**src/rtl/seq_pkg.sv**
```systemverilog
// ---------------------------------------------------------------------------
// seq_pkg
// Shared definitions for the instruction sequencer and its execute decoder:
//   - state_t     : sequencer state encodings (also visible on StateDbg)
//   - OP_*        : 4-bit opcodes as held in the instruction register
//   - ALU_*       : AluOp encodings seen by the accumulator datapath
//   - exec_ctl_t  : bundle of the EXEC-cycle control strobes
//   - is_operand_op() : true for opcodes that read the operand bus
// ---------------------------------------------------------------------------
package seq_pkg;

  typedef enum logic [2:0] {
    ST_IDLE   = 3'b000,
    ST_FETCH  = 3'b001,
    ST_LATCH  = 3'b010,
    ST_DECODE = 3'b011,
    ST_EXEC   = 3'b100,
    ST_HALT   = 3'b101
  } state_t;

  localparam logic [3:0] OP_NOP = 4'h0;
  localparam logic [3:0] OP_LDI = 4'h1;
  localparam logic [3:0] OP_ADD = 4'h2;
  localparam logic [3:0] OP_SUB = 4'h3;
  localparam logic [3:0] OP_JMP = 4'h4;
  localparam logic [3:0] OP_JZ  = 4'h5;
  localparam logic [3:0] OP_OUT = 4'h6;
  localparam logic [3:0] OP_HLT = 4'hF;

  // 2'b11 is reserved and never produced by the decoder.
  localparam logic [1:0] ALU_PASS = 2'b00;
  localparam logic [1:0] ALU_ADD  = 2'b01;
  localparam logic [1:0] ALU_SUB  = 2'b10;

  typedef struct packed {
    logic       enable_ir;
    logic       pc_load;
    logic       acc_load;
    logic [1:0] alu_op;
    logic       out_latch;
    logic       is_halt;
  } exec_ctl_t;

  localparam exec_ctl_t EXEC_NONE = '0;

  // Opcodes whose operand field must be driven onto the operand bus.
  function automatic logic is_operand_op(input logic [3:0] opcode);
    return (opcode == OP_LDI) || (opcode == OP_ADD) || (opcode == OP_SUB) ||
           (opcode == OP_JMP) || (opcode == OP_JZ);
  endfunction

endpackage

```
**src/rtl/exec_decode.sv**
```systemverilog
// ---------------------------------------------------------------------------
// exec_decode
// Purely combinational opcode decoder. Produces the strobes the sequencer
// will register into its EXEC cycle.
// Ports:
//   opcode    in  4  opcode from the instruction register
//   acc_zero  in  1  accumulator-is-zero flag (only matters for JZ)
//   enable_ir out 1  drive stored operand onto the operand bus
//   pc_load   out 1  load program counter from operand bus
//   acc_load  out 1  accumulator load
//   alu_op    out 2  ALU function for the accumulator load
//   out_latch out 1  output port load
//   is_halt   out 1  opcode is HLT
// ---------------------------------------------------------------------------
module exec_decode
  import seq_pkg::*;
(
  input  logic [3:0] opcode,
  input  logic       acc_zero,
  output logic       enable_ir,
  output logic       pc_load,
  output logic       acc_load,
  output logic [1:0] alu_op,
  output logic       out_latch,
  output logic       is_halt
);

  // Operand bus enable depends only on the opcode, so JZ drives the bus
  // whether or not the branch is taken. Unlisted opcodes 0x7..0xE fall to
  // the default and behave exactly like NOP.
  always_comb begin
    enable_ir = is_operand_op(opcode);
    pc_load   = 1'b0;
    acc_load  = 1'b0;
    alu_op    = ALU_PASS;
    out_latch = 1'b0;
    is_halt   = 1'b0;
    case (opcode)
      OP_LDI: begin
        acc_load = 1'b1;
        alu_op   = ALU_PASS;
      end
      OP_ADD: begin
        acc_load = 1'b1;
        alu_op   = ALU_ADD;
      end
      OP_SUB: begin
        acc_load = 1'b1;
        alu_op   = ALU_SUB;
      end
      OP_JMP: pc_load   = 1'b1;
      OP_JZ:  pc_load   = acc_zero;
      OP_OUT: out_latch = 1'b1;
      OP_HLT: is_halt   = 1'b1;
      default: ;
    endcase
  end

endmodule

```
**src/rtl/instr_sequencer.sv**
```systemverilog
// ---------------------------------------------------------------------------
// instr_sequencer
// Fetch/latch/decode/execute control sequencer for the 4-bit datapath.
// Decides when the instruction register is loaded, cleared and read, and
// issues program-counter, memory, accumulator and output strobes.
// Parameters:
//   MEM_WAIT  extra FETCH wait cycles for program memory (0..7)
// Ports:
//   MainClock      in  1  system clock, rising edge active
//   ResetN         in  1  asynchronous active-low reset
//   Run            in  1  start/continue execution (sampled in IDLE, EXEC)
//   ToInstr        in  4  opcode from the instruction register
//   AccZero        in  1  accumulator-is-zero flag
//   MemRead        out 1  program memory read strobe
//   PcInc          out 1  increment program counter
//   PcLoad         out 1  load program counter from operand bus
//   LatchInstrReg  out 1  instruction register load (gated with MainClock)
//   ClearInstrReg  out 1  instruction register clear
//   EnableInstrReg out 1  drive stored operand onto the operand bus
//   AccLoad        out 1  accumulator load
//   AluOp          out 2  00 pass, 01 add, 10 sub
//   OutLatch       out 1  output port load
//   Halted         out 1  high in HALT
//   StateDbg       out 3  current state encoding
// ---------------------------------------------------------------------------
module instr_sequencer
  import seq_pkg::*;
#(
  parameter int unsigned MEM_WAIT = 1
) (
  input  logic       MainClock,
  input  logic       ResetN,
  input  logic       Run,
  input  logic [3:0] ToInstr,
  input  logic       AccZero,
  output logic       MemRead,
  output logic       PcInc,
  output logic       PcLoad,
  output logic       LatchInstrReg,
  output logic       ClearInstrReg,
  output logic       EnableInstrReg,
  output logic       AccLoad,
  output logic [1:0] AluOp,
  output logic       OutLatch,
  output logic       Halted,
  output logic [2:0] StateDbg
);

  localparam logic [2:0] WAIT_INIT = 3'(MEM_WAIT);

  state_t     state;
  state_t     state_next;
  logic [2:0] wait_cnt;
  logic       halt_pending;
  exec_ctl_t  dec_ctl;

  exec_decode u_exec_decode (
    .opcode    (ToInstr),
    .acc_zero  (AccZero),
    .enable_ir (dec_ctl.enable_ir),
    .pc_load   (dec_ctl.pc_load),
    .acc_load  (dec_ctl.acc_load),
    .alu_op    (dec_ctl.alu_op),
    .out_latch (dec_ctl.out_latch),
    .is_halt   (dec_ctl.is_halt)
  );

  // Next-state logic. FETCH holds until the wait counter reaches zero, so it
  // lasts WAIT_INIT+1 cycles. Run is only consulted in IDLE and EXEC, which
  // means dropping it mid-instruction lets the instruction finish. HALT is
  // a trap that only reset leaves.
  always_comb begin
    state_next = state;
    case (state)
      ST_IDLE:   if (Run) state_next = ST_FETCH;
      ST_FETCH:  if (wait_cnt == 3'd0) state_next = ST_LATCH;
      ST_LATCH:  state_next = ST_DECODE;
      ST_DECODE: state_next = ST_EXEC;
      ST_EXEC: begin
        if (halt_pending) state_next = ST_HALT;
        else if (Run)     state_next = ST_FETCH;
        else              state_next = ST_IDLE;
      end
      ST_HALT:   state_next = ST_HALT;
      default:   state_next = ST_IDLE;
    endcase
  end

  // State, wait counter and every strobe are registered. Outputs are
  // computed from state_next so each flop already holds the value for the
  // state being entered; this keeps LatchInstrReg (which gates a clock),
  // ClearInstrReg and EnableInstrReg free of any decode logic after the
  // flop. The EXEC strobes are captured from the decoder on the
  // DECODE->EXEC edge, when ToInstr has settled. The wait counter reloads
  // on every FETCH entry and only counts down while nonzero, so it can
  // never wrap.
  always_ff @(posedge MainClock or negedge ResetN) begin
    if (!ResetN) begin
      state          <= ST_IDLE;
      wait_cnt       <= 3'd0;
      halt_pending   <= 1'b0;
      MemRead        <= 1'b0;
      PcInc          <= 1'b0;
      PcLoad         <= 1'b0;
      LatchInstrReg  <= 1'b0;
      ClearInstrReg  <= 1'b1;
      EnableInstrReg <= 1'b0;
      AccLoad        <= 1'b0;
      AluOp          <= ALU_PASS;
      OutLatch       <= 1'b0;
      Halted         <= 1'b0;
    end else begin
      state <= state_next;

      if ((state_next == ST_FETCH) && (state != ST_FETCH)) begin
        wait_cnt <= WAIT_INIT;
      end else if ((state == ST_FETCH) && (wait_cnt != 3'd0)) begin
        wait_cnt <= wait_cnt - 3'd1;
      end

      if (state == ST_DECODE) begin
        halt_pending <= dec_ctl.is_halt;
      end

      MemRead       <= (state_next == ST_FETCH) || (state_next == ST_LATCH);
      LatchInstrReg <= (state_next == ST_LATCH);
      PcInc         <= (state_next == ST_LATCH);
      ClearInstrReg <= (state_next == ST_IDLE);
      Halted        <= (state_next == ST_HALT);

      if (state_next == ST_EXEC) begin
        EnableInstrReg <= dec_ctl.enable_ir;
        PcLoad         <= dec_ctl.pc_load;
        AccLoad        <= dec_ctl.acc_load;
        AluOp          <= dec_ctl.alu_op;
        OutLatch       <= dec_ctl.out_latch;
      end else begin
        EnableInstrReg <= EXEC_NONE.enable_ir;
        PcLoad         <= EXEC_NONE.pc_load;
        AccLoad        <= EXEC_NONE.acc_load;
        AluOp          <= EXEC_NONE.alu_op;
        OutLatch       <= EXEC_NONE.out_latch;
      end
    end
  end

  assign StateDbg = state;

endmodule

```
**config.mk**
```make
export PLATFORM = sky130hd
export DESIGN_NAME = instr_sequencer
export DESIGN_NICKNAME = d
export VERILOG_FILES = /design/src/rtl/seq_pkg.sv /design/src/rtl/exec_decode.sv /design/src/rtl/instr_sequencer.sv
export SDC_FILE = /design/constraint.sdc
export NUM_CORES = 1
export LEC_CHECK = 0
export CAP_MARGIN = 20
export CORE_ASPECT_RATIO = 1.25
export CORE_UTILIZATION = 48
export CTS_BUF_LIST = sky130_fd_sc_hd__clkbuf_4 sky130_fd_sc_hd__clkbuf_8
export DETAILED_ROUTE_END_ITERATION = 10
export MAX_ROUTING_LAYER = met4
export PLACE_DENSITY = 0.8
export SETUP_SLACK_MARGIN = 0.1
export SYNTH_ARGS = -nofsm -noshare
export SYNTH_HDL_FRONTEND = slang
export SYNTH_SLANG_ARGS = --single-unit
```
**constraint.sdc**
```tcl
create_clock -name MainClock -period 1.57 [get_ports MainClock]
set_input_delay 0.471 -clock MainClock [delete_from_list [all_inputs] [get_ports MainClock]]
set_output_delay 0.471 -clock MainClock [all_outputs]
set_load 0.01 [all_outputs]
```
==> report_table.html, run 1 <==
<table>
<tr><th>Metric</th><th>Value</th></tr>
<tr><th colspan="2">Synthesis</th></tr>
<tr><td>Synthesized cell area</td><td>a little under 800 um2</td></tr>
<tr><td>Post-Synthesis Net Count</td><td>80</td></tr>
<tr><td>Netlist cell types</td><td>28</td></tr>
<tr><td>Multiplexer fraction of the synthesized cell area</td><td>0.01422</td></tr>
<tr><td>Register area share after synthesis</td><td>0.5387</td></tr>
<tr><td>Post-synthesis share of cell area spent on and, or, nand and nor gates</td><td>0.2638</td></tr>
<tr><td>Number of cells produced by synthesis</td><td>70</td></tr>
<tr><td>Post-Syn Area per Cell</td><td>11.31 um2</td></tr>
<tr><td>Number of synthesized register bits</td><td>17</td></tr>
<tr><td>Synth Area in Compound Gates</td><td>0.1122</td></tr>
<tr><td>Area share of the largest cell type after synthesis</td><td>0.5055</td></tr>
<tr><td>Synth Area in XOR/XNOR</td><td>0</td></tr>
<tr><td>Top cell type by total area after synthesis</td><td>dfrtp_1</td></tr>
<tr><td>Synth Warn #</td><td>0</td></tr>
<tr><td>Fraction of the mapped netlist area in adder cells</td><td>0.03160</td></tr>
<tr><td>Dominant combinational cell family by area after synthesis</td><td>simple AND/OR/NAND/NOR gates</td></tr>
<tr><td>Largest cells by area after synthesis</td><td>dfrtp_1, nor3b_2, dfstp_2</td></tr>
<tr><th colspan="2">Clocking</th></tr>
<tr><td>Clock sink total</td><td>17</td></tr>
<tr><td>Number of buffers inserted during clock tree synthesis</td><td>3</td></tr>
<tr><td>Maximum count of clock buffers along a single path</td><td>2</td></tr>
<tr><td>H-tree depth</td><td>1</td></tr>
<tr><td>Setup Buffers After CTS</td><td>0</td></tr>
<tr><td>TritonCTS clock tree</td><td>yes</td></tr>
<tr><td>Clock latency on the worst-skew pair</td><td>0.27 ns</td></tr>
<tr><td>Clock Tree Root</td><td>clkbuf_4</td></tr>
<tr><td>Clock-pin slew on the worst setup and hold paths</td><td>0.09 ns</td></tr>
<tr><th colspan="2">Pwr</th></tr>
<tr><td>Leakage power</td><td>about 0.53 nW</td></tr>
<tr><td>Overall Power</td><td>about 1.5 mW</td></tr>
<tr><td>Worst IR drop on VDD</td><td>0.7020 mV</td></tr>
<tr><td>Total power divided by cell area</td><td>~1400 nW/um2</td></tr>
<tr><th colspan="2">GRT</th></tr>
<tr><td>Total gr overflow</td><td>0</td></tr>
<tr><td>Largest net degree at the start of global routing</td><td>18</td></tr>
<tr><td>Global-route wire length before repair</td><td>2083 um</td></tr>
<tr><td>Initial antenna violation count</td><td>0</td></tr>
<tr><td>Number of global-route vias before repair</td><td>approximately 500</td></tr>
<tr><td>Global router's overall resource usage</td><td>0.1734</td></tr>
<tr><th colspan="2">Floorplan</th></tr>
<tr><td>Width of the die</td><td>about 38 um</td></tr>
<tr><td>Die area</td><td>roughly 1800 um2</td></tr>
<tr><td>Vertical extent of the die</td><td>47.42 um</td></tr>
<tr><td>Area of the placeable core</td><td>between 1500 and 2000 um2</td></tr>
<tr><td>Number of primary I/O pins</td><td>22</td></tr>
<tr><td>Initial Util</td><td>0.5072</td></tr>
<tr><td>Cell row count</td><td>16</td></tr>
<tr><th colspan="2">Route</th></tr>
<tr><td>Detailed-router iteration count before antenna repair</td><td>4</td></tr>
<tr><td>Via count</td><td>between 500 and 600</td></tr>
<tr><td>Detail-routed net length per standard cell</td><td>~11 um</td></tr>
<tr><td>Final ANT Viol Nets</td><td>0</td></tr>
<tr><td>Number of DRC markers in iteration 0</td><td>11</td></tr>
<tr><td>Final wirelength</td><td>between 1000 and 1500 um</td></tr>
<tr><td>Per-cell via count in the routed design</td><td>5.103</td></tr>
<tr><td>DRC violation count after routing</td><td>0</td></tr>
<tr><th colspan="2">Finish</th></tr>
<tr><td>Final core occ</td><td>0.6827</td></tr>
<tr><td>Non-Filler Cell Area, Final</td><td>~1100 um2</td></tr>
<tr><td>Number of fill cells in the layout</td><td>123</td></tr>
<tr><td>Most common cell after layout, fill and taps aside</td><td>dfrtp_1</td></tr>
<tr><td>ANT cells</td><td>0</td></tr>
<tr><td>Area growth syn-to-layout</td><td>34.60%</td></tr>
<tr><td>Fraction of layout cells with a size suffix above 1</td><td>0.2020</td></tr>
<tr><td>Final Instance Count excl. Fillers</td><td>roughly 120</td></tr>
<tr><td>Post-layout net count</td><td>110</td></tr>
<tr><td>Highest-count cells in the layout ignoring fill and taps</td><td>dfrtp_1, dlygate4sd2_1, clkdlybuf4s50_1, buf_4, nor2_1</td></tr>
<tr><th colspan="2">Outcome</th></tr>
<tr><td>Result of the run</td><td>finished clean</td></tr>
<tr><th colspan="2">Worst setup path</th></tr>
<tr><td>CP delay by family, top</td><td>flip-flops</td></tr>
<tr><td>Crit Path Category</td><td>reg2out</td></tr>
<tr><td>Number of cells traversed by the worst register-to-register path</td><td>4</td></tr>
<tr><td>Worst-path cell chain</td><td>dlygate4sd2_1</td></tr>
<tr><td>Arrival time worst endpoint</td><td>0.93 ns</td></tr>
<tr><td>Worst flop-to-flop path startpoint</td><td>StateDbg[2]$_DFF_PN0_</td></tr>
<tr><td>Slowest Stage Delay on Critical Path</td><td>0.38 ns</td></tr>
<tr><td>Required time reported for the critical path endpoint</td><td>1.10 ns</td></tr>
<tr><td>Setup slack of the worst register-to-register path</td><td>0.19 ns</td></tr>
<tr><td>Critical path buffer and inverter count</td><td>1</td></tr>
<tr><td>Critical path startpoint category</td><td>flop</td></tr>
<tr><td>Type of destination of the critical path</td><td>output port</td></tr>
<tr><td>Worst-path maximum fanout</td><td>2</td></tr>
<tr><td>Critical Path Slowest Stage Cell</td><td>dfrtp_1</td></tr>
<tr><td>Capture instance of the worst register-to-register path</td><td>OutLatch$_DFF_PN0_</td></tr>
<tr><th colspan="2">Placed design</th></tr>
<tr><td>Cell area reported after detailed placement</td><td>around 1100 um2</td></tr>
<tr><td>Pre-CTS setup slack</td><td>-0.07120 ns</td></tr>
<tr><td>Count of placed standard cells including taps</td><td>113</td></tr>
<tr><td>Number of buffers inserted by port buffering</td><td>21</td></tr>
<tr><td>Detailed Place HPWL</td><td>around 980 um</td></tr>
<tr><td>RePlAce Congestion</td><td>0.6439</td></tr>
<tr><th colspan="2">STA</th></tr>
<tr><td>Max Freq</td><td>712.0 MHz</td></tr>
<tr><td>Final slew viol count</td><td>0</td></tr>
<tr><td>Worst Slack Setup Final</td><td>approximately 0.17 ns</td></tr>
<tr><td>Total setup violations reported at the end of the flow</td><td>0</td></tr>
<tr><td>Setup repair after global routing missed its margin</td><td>no</td></tr>
<tr><td>Worst hold-check slack</td><td>0.5017 ns</td></tr>
<tr><td>Final worst-path cycle share</td><td>0.8946</td></tr>
<tr><td>Minimum period implied by the final worst setup slack</td><td>1.405 ns</td></tr>
<tr><td>Setup TNS Final</td><td>0 ns</td></tr>
<tr><td>Transition time at the pin with the least slew margin</td><td>0.3153 ns</td></tr>
<tr><td>Worst setup skew after layout</td><td>0.002523 ns</td></tr>
<tr><td>Hold Fails Final Rpt</td><td>0</td></tr>
<tr><td>Slew margin rel.</td><td>0.7885</td></tr>
<tr><th colspan="2">Min path</th></tr>
<tr><td>HP Class</td><td>in2async</td></tr>
<tr><th colspan="2">Run</th></tr>
<tr><td># Max-Cap Violations</td><td>0</td></tr>
</table>
==> state kept, by name (all words and copies together), names as in the netlist <==
register / flops
StateDbg: 3
wait_cnt: 3
AluOp: 2
AccLoad: 1
ClearInstrReg: 1
EnableInstrReg: 1
Halted: 1
LatchInstrReg: 1
MemRead: 1
OutLatch: 1
PcLoad: 1
halt_pending: 1
==> cells in the mapped netlist <==
library cell and number:
a211oi_1 2, a21boi_0 1, a21oi_1 4, a22oi_1 1
a32o_1 1, buf_2 1, buf_4 2, dfrtp_1 16
dfstp_2 1, ha_1 2, inv_1 3, mux2_2 1
nand2_1 4, nand2b_1 3, nand3b_1 1, nand3b_4 1
nand4_1 1, nor2_1 6, nor2b_1 2, nor3_1 4
nor3b_1 1, nor3b_2 3, nor4b_2 1, o21ai_0 4
o2bb2ai_1 1, or2_1 1, or3b_1 1, or3b_4 1
==> repair_timing <==
action                     4_1_cts  5_1_grt
setup endpoints to repair       14        1
hold buffers                     0        0
hold endpoints to repair         0        0
gates cloned                     0        0
gates resized for setup         14        2
==> power by group <==
group          internal, mW  leakage [nW]  total [mW]  switching [mW]
combinational         0.317         0.290       0.663           0.346
clock                 0.116        0.0184       0.232           0.117
sequential            0.559         0.222       0.604          0.0440
total                 0.992         0.530        1.50           0.507
==> area by class of cell <==
type / count / area, um2 / area share
Timing Repair Buffer: 28 / 241.5 / 0.2265
Sequential cell: 17 / 426.7 / 0.4002
Inverter: 3 / 11.26 / 0.01056
Multi-Input combinational cell: 47 / 334.1 / 0.3134
Clock buffer: 4 / 30.03 / 0.02817
Tap cell: 18 / 22.52 / 0.02113
==> per-layer routing <==
metal / up-vias / share of wire / routed length (um) / global-route usage
li1: 303 / - / - / -
met2: 23 / 0.50 / 657 / 0.2712
met5: - / 0 / 0 / -
met1: 269 / 0.42 / 546 / 0.2115
met4: 0 / 0.015 / 19 / 0.1034
met3: 2 / 0.060 / 78 / 0.02791
==> worst max path at each step <==
stage | startpoint | to | slack [ns] | cells past startpoint
after floorplan | StateDbg[2]$_DFF_PN0_ | OutLatch$_DFF_PN0_ | 0.21 | 4
after global placement | ToInstr[1] | OutLatch$_DFF_PN0_ | -0.008 | 3
after detailed placement | ToInstr[1] | OutLatch$_DFF_PN0_ | -0.07 | 3
after CTS | ClearInstrReg$_DFF_PN1_ | ClearInstrReg | 0.05 | 1
after global routing | LatchInstrReg$_DFF_PN0_ | LatchInstrReg | 0.11 | 1
final | StateDbg[1]$_DFF_PN0_ | StateDbg[1] | 0.17 | 1
==> cells by family after synthesis <==
group / count (synthesis)
buffers and inverters: 6
and+or+nand+nor: 30
adders and majority gates: 2
muxes: 1
DFF: 17
AOI/OAI and AO/OA: 14
No activity file was read; power rests on OpenSTA's default activity.
==> inputs of run 2 (changes only) <==
--- a/config.mk
+++ b/config.mk
@@ -10,6 +10,7 @@
 export CORE_UTILIZATION = 48
 export CTS_BUF_LIST = sky130_fd_sc_hd__clkbuf_4 sky130_fd_sc_hd__clkbuf_8
 export DETAILED_ROUTE_END_ITERATION = 10
+export HOLD_SLACK_MARGIN = 0.08
 export MAX_ROUTING_LAYER = met4
 export PLACE_DENSITY = 0.8
 export SETUP_SLACK_MARGIN = 0.1
==> results of run 2 <==
The final DEF is identical to that of run 1; final timing and power are the same.
